[config.mk]
export PLATFORM = sky130hd
export DESIGN_NAME = pbkdf2_iter_acc
export DESIGN_NICKNAME = d
export VERILOG_FILES = /design/src/rtl/pbkdf2_pkg.sv /design/src/rtl/pbkdf2_iter_acc.sv
export SDC_FILE = /design/constraint.sdc
export NUM_CORES = 2
export LEC_CHECK = 0
export ABC_AREA = 0
export BUFFER_PORTS_ARGS = -buffer_cell sky130_fd_sc_hd__buf_2
export CORE_AREA = 8 8 607 609
export DETAILED_ROUTE_END_ITERATION = 16
export DIE_AREA = 0 0 615 617
export HOLD_SLACK_MARGIN = 0.12
export PLACE_DENSITY = 0.42
export REMOVE_ABC_BUFFERS = 1
export SYNTH_ARGS = -nofsm -noshare
export SYNTH_HDL_FRONTEND = slang
export SYNTH_SLANG_ARGS = --single-unit
[constraint.sdc]
create_clock -name clk_i -period 2.95 [get_ports clk_i]
set_input_delay 0.1475 -clock clk_i [delete_from_list [all_inputs] [get_ports clk_i]]
set_output_delay 0.1475 -clock clk_i [all_outputs]
set_load 0.01 [all_outputs]
[src/rtl/pbkdf2_pkg.sv]
// -----------------------------------------------------------------------------
// pbkdf2_pkg
// Shared types and constants for the PBKDF2 datapath blocks (the iteration
// accumulator and the salt||INT(i) packer).
//   DATA_W              : width of every HMAC key / message / result word
//   pbkdf2_iter_state_e : control states of the iteration accumulator
// -----------------------------------------------------------------------------
package pbkdf2_pkg;

  localparam int DATA_W = 256;

  typedef enum logic [1:0] {
    IDLE  = 2'd0,
    ISSUE = 2'd1,
    WAIT  = 2'd2,
    DONE  = 2'd3
  } pbkdf2_iter_state_e;

endpackage : pbkdf2_pkg

[src/rtl/pbkdf2_iter_acc.sv]
// -----------------------------------------------------------------------------
// pbkdf2_iter_acc
// PBKDF2 F-function iteration engine wrapped around hmac_sha256. One job
// computes T = U_1 ^ ... ^ U_c where U_1 = HMAC(P, msg) and
// U_k = HMAC(P, U_{k-1}).
//
// Ports
//   clk_i, rst_i          : clock, synchronous active-high reset
//   v_i / r_o             : job handshake (password_i, msg_i, iter_i)
//   hmac_v_o / hmac_r_i   : request to hmac_sha256 (hmac_prf_o key, hmac_salt_o msg)
//   hmac_v_i / hmac_r_o   : result from hmac_sha256 (hmac_prf_i = U_k)
//   v_o / r_i             : derived block handshake (dk_o = T)
//
// Every output is decoded from the state register and held data registers,
// so no input reaches an output combinationally.
// -----------------------------------------------------------------------------
module pbkdf2_iter_acc #(
  parameter int ITER_W = 32,
  parameter int DATA_W = 256
) (
  input  logic              clk_i,
  input  logic              rst_i,
  input  logic              v_i,
  output logic              r_o,
  input  logic [DATA_W-1:0] password_i,
  input  logic [DATA_W-1:0] msg_i,
  input  logic [ITER_W-1:0] iter_i,
  output logic              hmac_v_o,
  input  logic              hmac_r_i,
  output logic [DATA_W-1:0] hmac_prf_o,
  output logic [DATA_W-1:0] hmac_salt_o,
  input  logic              hmac_v_i,
  output logic              hmac_r_o,
  input  logic [DATA_W-1:0] hmac_prf_i,
  output logic              v_o,
  input  logic              r_i,
  output logic [DATA_W-1:0] dk_o
);

  import pbkdf2_pkg::*;

  localparam logic [ITER_W-1:0] ITER_ZERO = {ITER_W{1'b0}};
  localparam logic [ITER_W-1:0] ITER_ONE  = {{(ITER_W-1){1'b0}}, 1'b1};
  localparam logic [DATA_W-1:0] DATA_ZERO = {DATA_W{1'b0}};

  pbkdf2_iter_state_e state_q, state_d;
  logic [DATA_W-1:0]  key_q,   key_d;
  logic [DATA_W-1:0]  salt_q,  salt_d;
  logic [DATA_W-1:0]  acc_q,   acc_d;
  logic [DATA_W-1:0]  dk_q,    dk_d;
  logic [ITER_W-1:0]  cnt_q,   cnt_d;
  logic [ITER_W-1:0]  tgt_q,   tgt_d;

  // Next-state and datapath update for the iteration FSM.
  always_comb begin
    state_d = state_q;
    key_d   = key_q;
    salt_d  = salt_q;
    acc_d   = acc_q;
    dk_d    = dk_q;
    cnt_d   = cnt_q;
    tgt_d   = tgt_q;

    case (state_q)
      IDLE: begin
        if (v_i) begin
          key_d   = password_i;
          salt_d  = msg_i;
          acc_d   = DATA_ZERO;
          cnt_d   = ITER_ONE;
          // A zero iteration count still produces U_1.
          tgt_d   = (iter_i == ITER_ZERO) ? ITER_ONE : iter_i;
          state_d = ISSUE;
        end else begin
          state_d = IDLE;
        end
      end

      ISSUE: begin
        if (hmac_r_i) begin
          state_d = WAIT;
        end else begin
          state_d = ISSUE;
        end
      end

      WAIT: begin
        if (hmac_v_i) begin
          acc_d = acc_q ^ hmac_prf_i;
          // Compare before incrementing so cnt never passes tgt and never wraps.
          if (cnt_q == tgt_q) begin
            dk_d    = acc_q ^ hmac_prf_i;
            state_d = DONE;
          end else begin
            salt_d  = hmac_prf_i;
            cnt_d   = cnt_q + ITER_ONE;
            state_d = ISSUE;
          end
        end else begin
          state_d = WAIT;
        end
      end

      DONE: begin
        if (r_i) begin
          state_d = IDLE;
        end else begin
          state_d = DONE;
        end
      end

      default: begin
        state_d = IDLE;
      end
    endcase
  end

  // State and datapath registers with synchronous reset.
  always_ff @(posedge clk_i) begin
    if (rst_i) begin
      state_q <= IDLE;
      key_q   <= DATA_ZERO;
      salt_q  <= DATA_ZERO;
      acc_q   <= DATA_ZERO;
      dk_q    <= DATA_ZERO;
      cnt_q   <= ITER_ZERO;
      tgt_q   <= ITER_ZERO;
    end else begin
      state_q <= state_d;
      key_q   <= key_d;
      salt_q  <= salt_d;
      acc_q   <= acc_d;
      dk_q    <= dk_d;
      cnt_q   <= cnt_d;
      tgt_q   <= tgt_d;
    end
  end

  // Output decode from state; data buses read zero outside their owning state.
  always_comb begin
    r_o         = 1'b0;
    hmac_v_o    = 1'b0;
    hmac_r_o    = 1'b0;
    v_o         = 1'b0;
    hmac_prf_o  = DATA_ZERO;
    hmac_salt_o = DATA_ZERO;
    dk_o        = DATA_ZERO;

    case (state_q)
      IDLE: begin
        r_o = 1'b1;
      end
      ISSUE: begin
        hmac_v_o    = 1'b1;
        hmac_prf_o  = key_q;
        hmac_salt_o = salt_q;
      end
      WAIT: begin
        hmac_r_o = 1'b1;
      end
      DONE: begin
        v_o  = 1'b1;
        dk_o = dk_q;
      end
      default: begin
        r_o = 1'b0;
      end
    endcase
  end

endmodule : pbkdf2_iter_acc

# --- Yosys cells after proc, flatten, opt, wreduce, memory -nomap -nowiden ---
# Index checks and enable logic that the tools add are counted.
classes:
  addsub: 1
  eq_ne: 7
  mux: 25
  bitwise_logic: 1
  n_reduce_logical: 7
ops:
  columns: ["operator", "n"]
  rows:
  - ["$mux 256", 8]
  - ["$pmux 256 s2", 2]
  - ["$xor 256x256->256", 1]
  - ["$mux 32", 4]
  - ["$pmux 32 s2", 1]
  - ["$add 32x1->32 const B", 1]
  - ["$eq 32x32->1", 1]
  - ["$logic_not 32->1", 1]
  - ["$mux 2", 4]
  - ["$pmux 2 s4", 1]
  - ["$ne 2x2->1 const B", 3]
  - ["$reduce_and 3->1", 2]
  - ["$mux 1", 5]
  - ["$eq 2x2->1 const B", 2]
  - ["$reduce_and 4->1", 1]
  - ["$eq 2x1->1 const B", 1]
  - ["$logic_not 2->1", 1]
  - ["$reduce_and 2->1", 1]
  - ["$reduce_bool 2->1", 1]
word_totals:
  reg_bits: 1090
  out_inout_bits: 772
  elab_cells: 48

# --- Depth between registers and ports, before layout ---
depth:
  depth_word: 4
  ltp_mapped: 11
  ltp_nobuf: 7

# --- Least setup slack after synthesis ---
# Ideal clock, no wire load.
synth_path:
  path_kind: "register -> register"
  startpoint: "register state_q[0]"
  endpoint: "register salt_q[243]"
  t_arrival_ns: 2.023
  required_ns: 2.864
  slack_ns: 0.841
  stages_incl_launch_ff: 11
  path_buffers: 4
  synth_period_minus_slack_ns: 2.109
  cell_sequence: "dfxtp_1 -> nand2b_1 -> clkbuf_1 -> inv_2 -> buf_2 -> nand2_1 -> a21oi_1 -> buf_2 -> buf_1 -> nor3_1 -> a211oi_1"
synth_via:
  elab_chain_len: 3
  word_cells_on_any_way: 8
  cone_classes: "eq/ne: 4; mux: 1; reduce/logical: 3"
synth_lines:
  columns: ["item", "line_no", "rtl"]
  rows:
  - ["from (decl)", "pbkdf2_iter_acc.sv:46", "pbkdf2_iter_state_e state_q, state_d;"]
  - ["from (signal assigned)", "pbkdf2_iter_acc.sv:129", "state_q <= state_d;"]
  - ["$eq 2x2->1 or $logic_not 2->1 (tied branches)", "pbkdf2_iter_acc.sv:64", "case (state_q)"]
  - ["$ne 2x2->1 (no source line) or $reduce_bool 2->1 (tied branches)", null, null]
  - ["$reduce_and 4->1 (no source line)", null, null]
  - ["to (signal assigned)", "pbkdf2_iter_acc.sv:131", "salt_q <= salt_d;"]
  - ["to (decl)", "pbkdf2_iter_acc.sv:48", "logic [DATA_W-1:0] salt_q, salt_d;"]
# Several ways; a longest one is shown, not always the timed one.
# A chain may end at the register's enable or synchronous reset.

# --- Worst setup path after layout ---
layout_path:
  startpoint: "register state_q[0]"
  endpoint: "register salt_q[26]"
# Same word-level chain as after synthesis.

==> flow_metrics.env <==
export IMPL_grt_antenna_before_repair=65
export IMPL_global_route_usage_total=0.1560
export IMPL_power_density_nw_per_um2=507.4
export IMPL_min_period_over_period=0.9641
export IMPL_power_leakage_nw=33.76
export IMPL_post_route_cells_drive_above_1_share=0.2248
export IMPL_slew_headroom=0.2973
export IMPL_die_area_um2=379500
export IMPL_max_vdd_ir_drop_v=0.0003397
export IMPL_mapped_area_um2=50540
export IMPL_synth_seq_cells=1090
export IMPL_avgSynthCellArea_um2=7.921
export IMPL_yosys_top_cells_area="dfxtp_1 (43%), a211oi_1 (7.7%), and2_1 (6.4%), nand2_1 (6.3%), nor2_1 (5.8%)"
export IMPL_layout_commonest_cell="buf_2"
export IMPL_dr_pass1_iters=7
export IMPL_num_vias=56190
export IMPL_regToRegStartpoint="state_q[0]$_SDFF_PP0_"
export IMPL_drv_cap=0
export IMPL_synth_top_area_frac=0.4318
export IMPL_critPathTopFamily="buffers and inverters"
export IMPL_holdWs_ns=0.2211
export IMPL_grt_setup_unrepaired="yes"
export IMPL_buffering_stage_count_on_the_worst_path_with_inverters_included=4
export IMPL_most_common_layout_cells="buf_2 (1574), dlygate4sd3_1 (1212), dfxtp_1 (1087)"
export IMPL_synthCells=6380
export IMPL_drt_iter0_drc=3605
export IMPL_min_period_ns=2.844
export IMPL_required_time_worst_endpoint_ns=3.58
export IMPL_timing_critical_path_cells="buf_4 -> buf_4 -> nand2b_4 -> inv_8 -> and2_4 -> o21ai_2 -> nand2_4 -> buf_12 -> a211oi_1"
export IMPL_synth_top_family_by_area="simple AND/OR/NAND/NOR gates"
export IMPL_dp_hpwl_mm=232.3
export IMPL_first_global_vias=55810
export IMPL_seq_area_frac_synth=0.4318
export IMPL_clkSlewWorstSetupHoldPaths_ns=0.06
export IMPL_synth_simple_gate_area_frac=0.2564
export IMPL_ys_dominant_reg_cell="dfxtp_1"
export IMPL_die_height_um=617
export IMPL_clock_buffer_count_from_cts=148
export IMPL_finalMaxSlewViolations=0
export IMPL_synthesized_area_fraction_occupied_by_adder_cells=0.0002476
export IMPL_worstSkewPairLatency_ns=0.81
export IMPL_grt_remaining_overflow=0
export IMPL_maxClockFrequency_mhz=351.6
export IMPL_synth_edf_count=0
export IMPL_ant_nets=0
export IMPL_async_reset_ff_frac=0
export IMPL_critPathSlowestCell="and2_4"
export IMPL_utilization=0.2292
export IMPL_design_area_um2=82090
export IMPL_min_path_type="input pin to flop"
export IMPL_final_report_hold_violation_count=0
export IMPL_port_buffers=1577
export IMPL_cp_startpoint="state_q[0]$_SDFF_PP0_"
export IMPL_placement_cell_area_um2=64290
export IMPL_wirelength_mm=317.2
export IMPL_tritoncts="done"
export IMPL_yosysWarningCount=0
export IMPL_rows=220
export IMPL_htree_num_levels=4
export IMPL_area_of_the_core_um2=358100
export IMPL_criticalPathCategory="flop to flop"
export IMPL_design_final_nets=9767
export IMPL_max_clock_path_buffers=4
export IMPL_post_synth_xor_area_fraction=0.04991
export IMPL_yosys_area_top_type="dfxtp_1"
export IMPL_tritoncts_num_sinks=1090
export IMPL_critPathMostFrequentCell="buf_4"
export IMPL_crit_fanout=94
export IMPL_drc=0
export IMPL_placed_cells_incl_taps=12340
export IMPL_clock_skew_ns=0.04982
export IMPL_vias_per_inst=4.046
export IMPL_n_fill_cell=39740
export IMPL_detail_route_wl_per_cell_um=22.85
export IMPL_cp_data_arrival_time_ns=3.48
export IMPL_areaGrowthSynthToFinish_pct=62.43
export IMPL_dieWidth_um=615
export IMPL_final_cell_count_no_fill=13890
export IMPL_gp_congestion=0.9044
export IMPL_min_delay_start="password_i[168]"
export IMPL_run_status="finished clean"
export IMPL_synth_compound_area_share=0.1644
export IMPL_critical_path_startpoint_type="flop"
export IMPL_count_of_different_cell_masters_after_synthesis=44
export IMPL_final_setup_viol_count=0
export IMPL_critPathMaxStageDelay_ns=0.46
export IMPL_synth_mux_area_fraction=0.05070
export IMPL_regToRegSetupSlack_ns=0.11
export IMPL_grt_first_pass_wirelength_mm=436.7
export IMPL_io_pin_count=1578
export IMPL_tightestPinTransition_ns=1.054
export IMPL_setup_worst_path_end_class="flop"
export IMPL_cts_root_buffer="clkbuf_16"
export IMPL_initial_core_util=0.1411
export IMPL_grt_max_degree=161
[cells in the mapped netlist, types with 8 or more instances]
| master | number |
|---|---|
| and2_1 | 518 |
| or3_1 | 15 |
| nand4_1 | 16 |
| o21ai_0 | 260 |
| buf_2 | 68 |
| xor2_1 | 32 |
| a21oi_1 | 565 |
| and3_1 | 258 |
| nand2_1 | 854 |
| nand3_1 | 32 |
| xnor2_1 | 256 |
| nor4_1 | 19 |
| a31oi_1 | 19 |
| and4_1 | 8 |
| clkbuf_1 | 474 |
| a211oi_1 | 515 |
| nor3_1 | 266 |
| buf_1 | 12 |
| nor2_1 | 782 |
| dfxtp_1 | 1090 |
| mux2i_1 | 256 |
| buf_4 | 22 |
[metal layers]
metal / track usage / routed length, um / part of all wire / vias up
li1: - / - / - / 27040
met1: 0.1833 / 128500 / 0.41 / 26780
met2: 0.2756 / 156300 / 0.49 / 1868
met3: 0.02953 / 16290 / 0.051 / 490
met4: 0.06889 / 16060 / 0.051 / 8
met5: 0 / 56 / 0.00018 / -
[worst register-to-register path, cell delays in order, from the launching register on]
cell and delay, ns:
dfxtp_4 0.36, buf_4 0.14, buf_4 0.18, nand2b_4 0.18, inv_8 0.24, and2_4 0.47, o21ai_2 0.17, nand2_4 0.15
buf_12 0.30, a211oi_1 0.48
[per-stage QoR]
stage / worst slack, ns / TNS, ns / power [mW]
3_5_place_dp: 0.1649 / 0 / 21.90
5_1_grt: -0.03224 / -0.1041 / 43.47
6_report: 0.1058 / 0 / 41.65
2_1_floorplan: -25.63 / - / 18.93
4_1_cts: -0.005681 / -0.01009 / 42.31
3_3_place_gp: 0.1868 / 0 / 21.90
[cell type report]
class,instances,area (um2),area share
multi-input cells,4708,26470,0.3224
repair buffers,3006,22880,0.2787
flip-flops and latches,1090,21830,0.2659
well taps,4773,5972,0.07275
clock buffers,219,4364,0.05317
clock inverters,35,425.4,0.005182
diodes,48,120.1,0.001463
inverters,6,30.03,0.0003658
[worst paths after layout]
kind                             end  cells past startpoint
max          salt_q[26]$_SDFFE_PP0P_                      9
min          key_q[168]$_SDFFE_PP0P_                      4
max reg2reg  salt_q[26]$_SDFFE_PP0P_                      9
min reg2reg  key_q[118]$_SDFFE_PP0P_                      2
[sequential cells by signal, summed over array words and instances (netlist names)]
register,flops
acc_q,256
cnt_q,32
dk_q,256
key_q,256
salt_q,256
state_q,2
tgt_q,32
[power breakdown]
group	total (mW)	switching (mW)	internal, mW
registers	15.9	0.481	15.4
logic	7.47	4.20	3.27
clock network	18.3	7.57	10.7
[logic make-up (layout without fill, tap and decap cells)]
kind of cell	count (synthesis)	after routing
compound gates	1383	1383
xor+xnor	288	288
fa+ha+maj	1	1
buf+inv	582	3266
flops	1090	1090
mux	256	256
other cells	0	48
simple gates	2780	2780
[what timing repair did]
action | in CTS | in global routing
gates cloned | 10 | 4
hold buffers | 1212 | 0
pin swaps | 0 | 1
buffers inserted | 15 | 3
endpoints found under the hold margin | 1078 | 0
endpoints found under the setup margin | 399 | 310
resized for setup | 19 | 10
No activity file was read; power rests on OpenSTA's default activity.
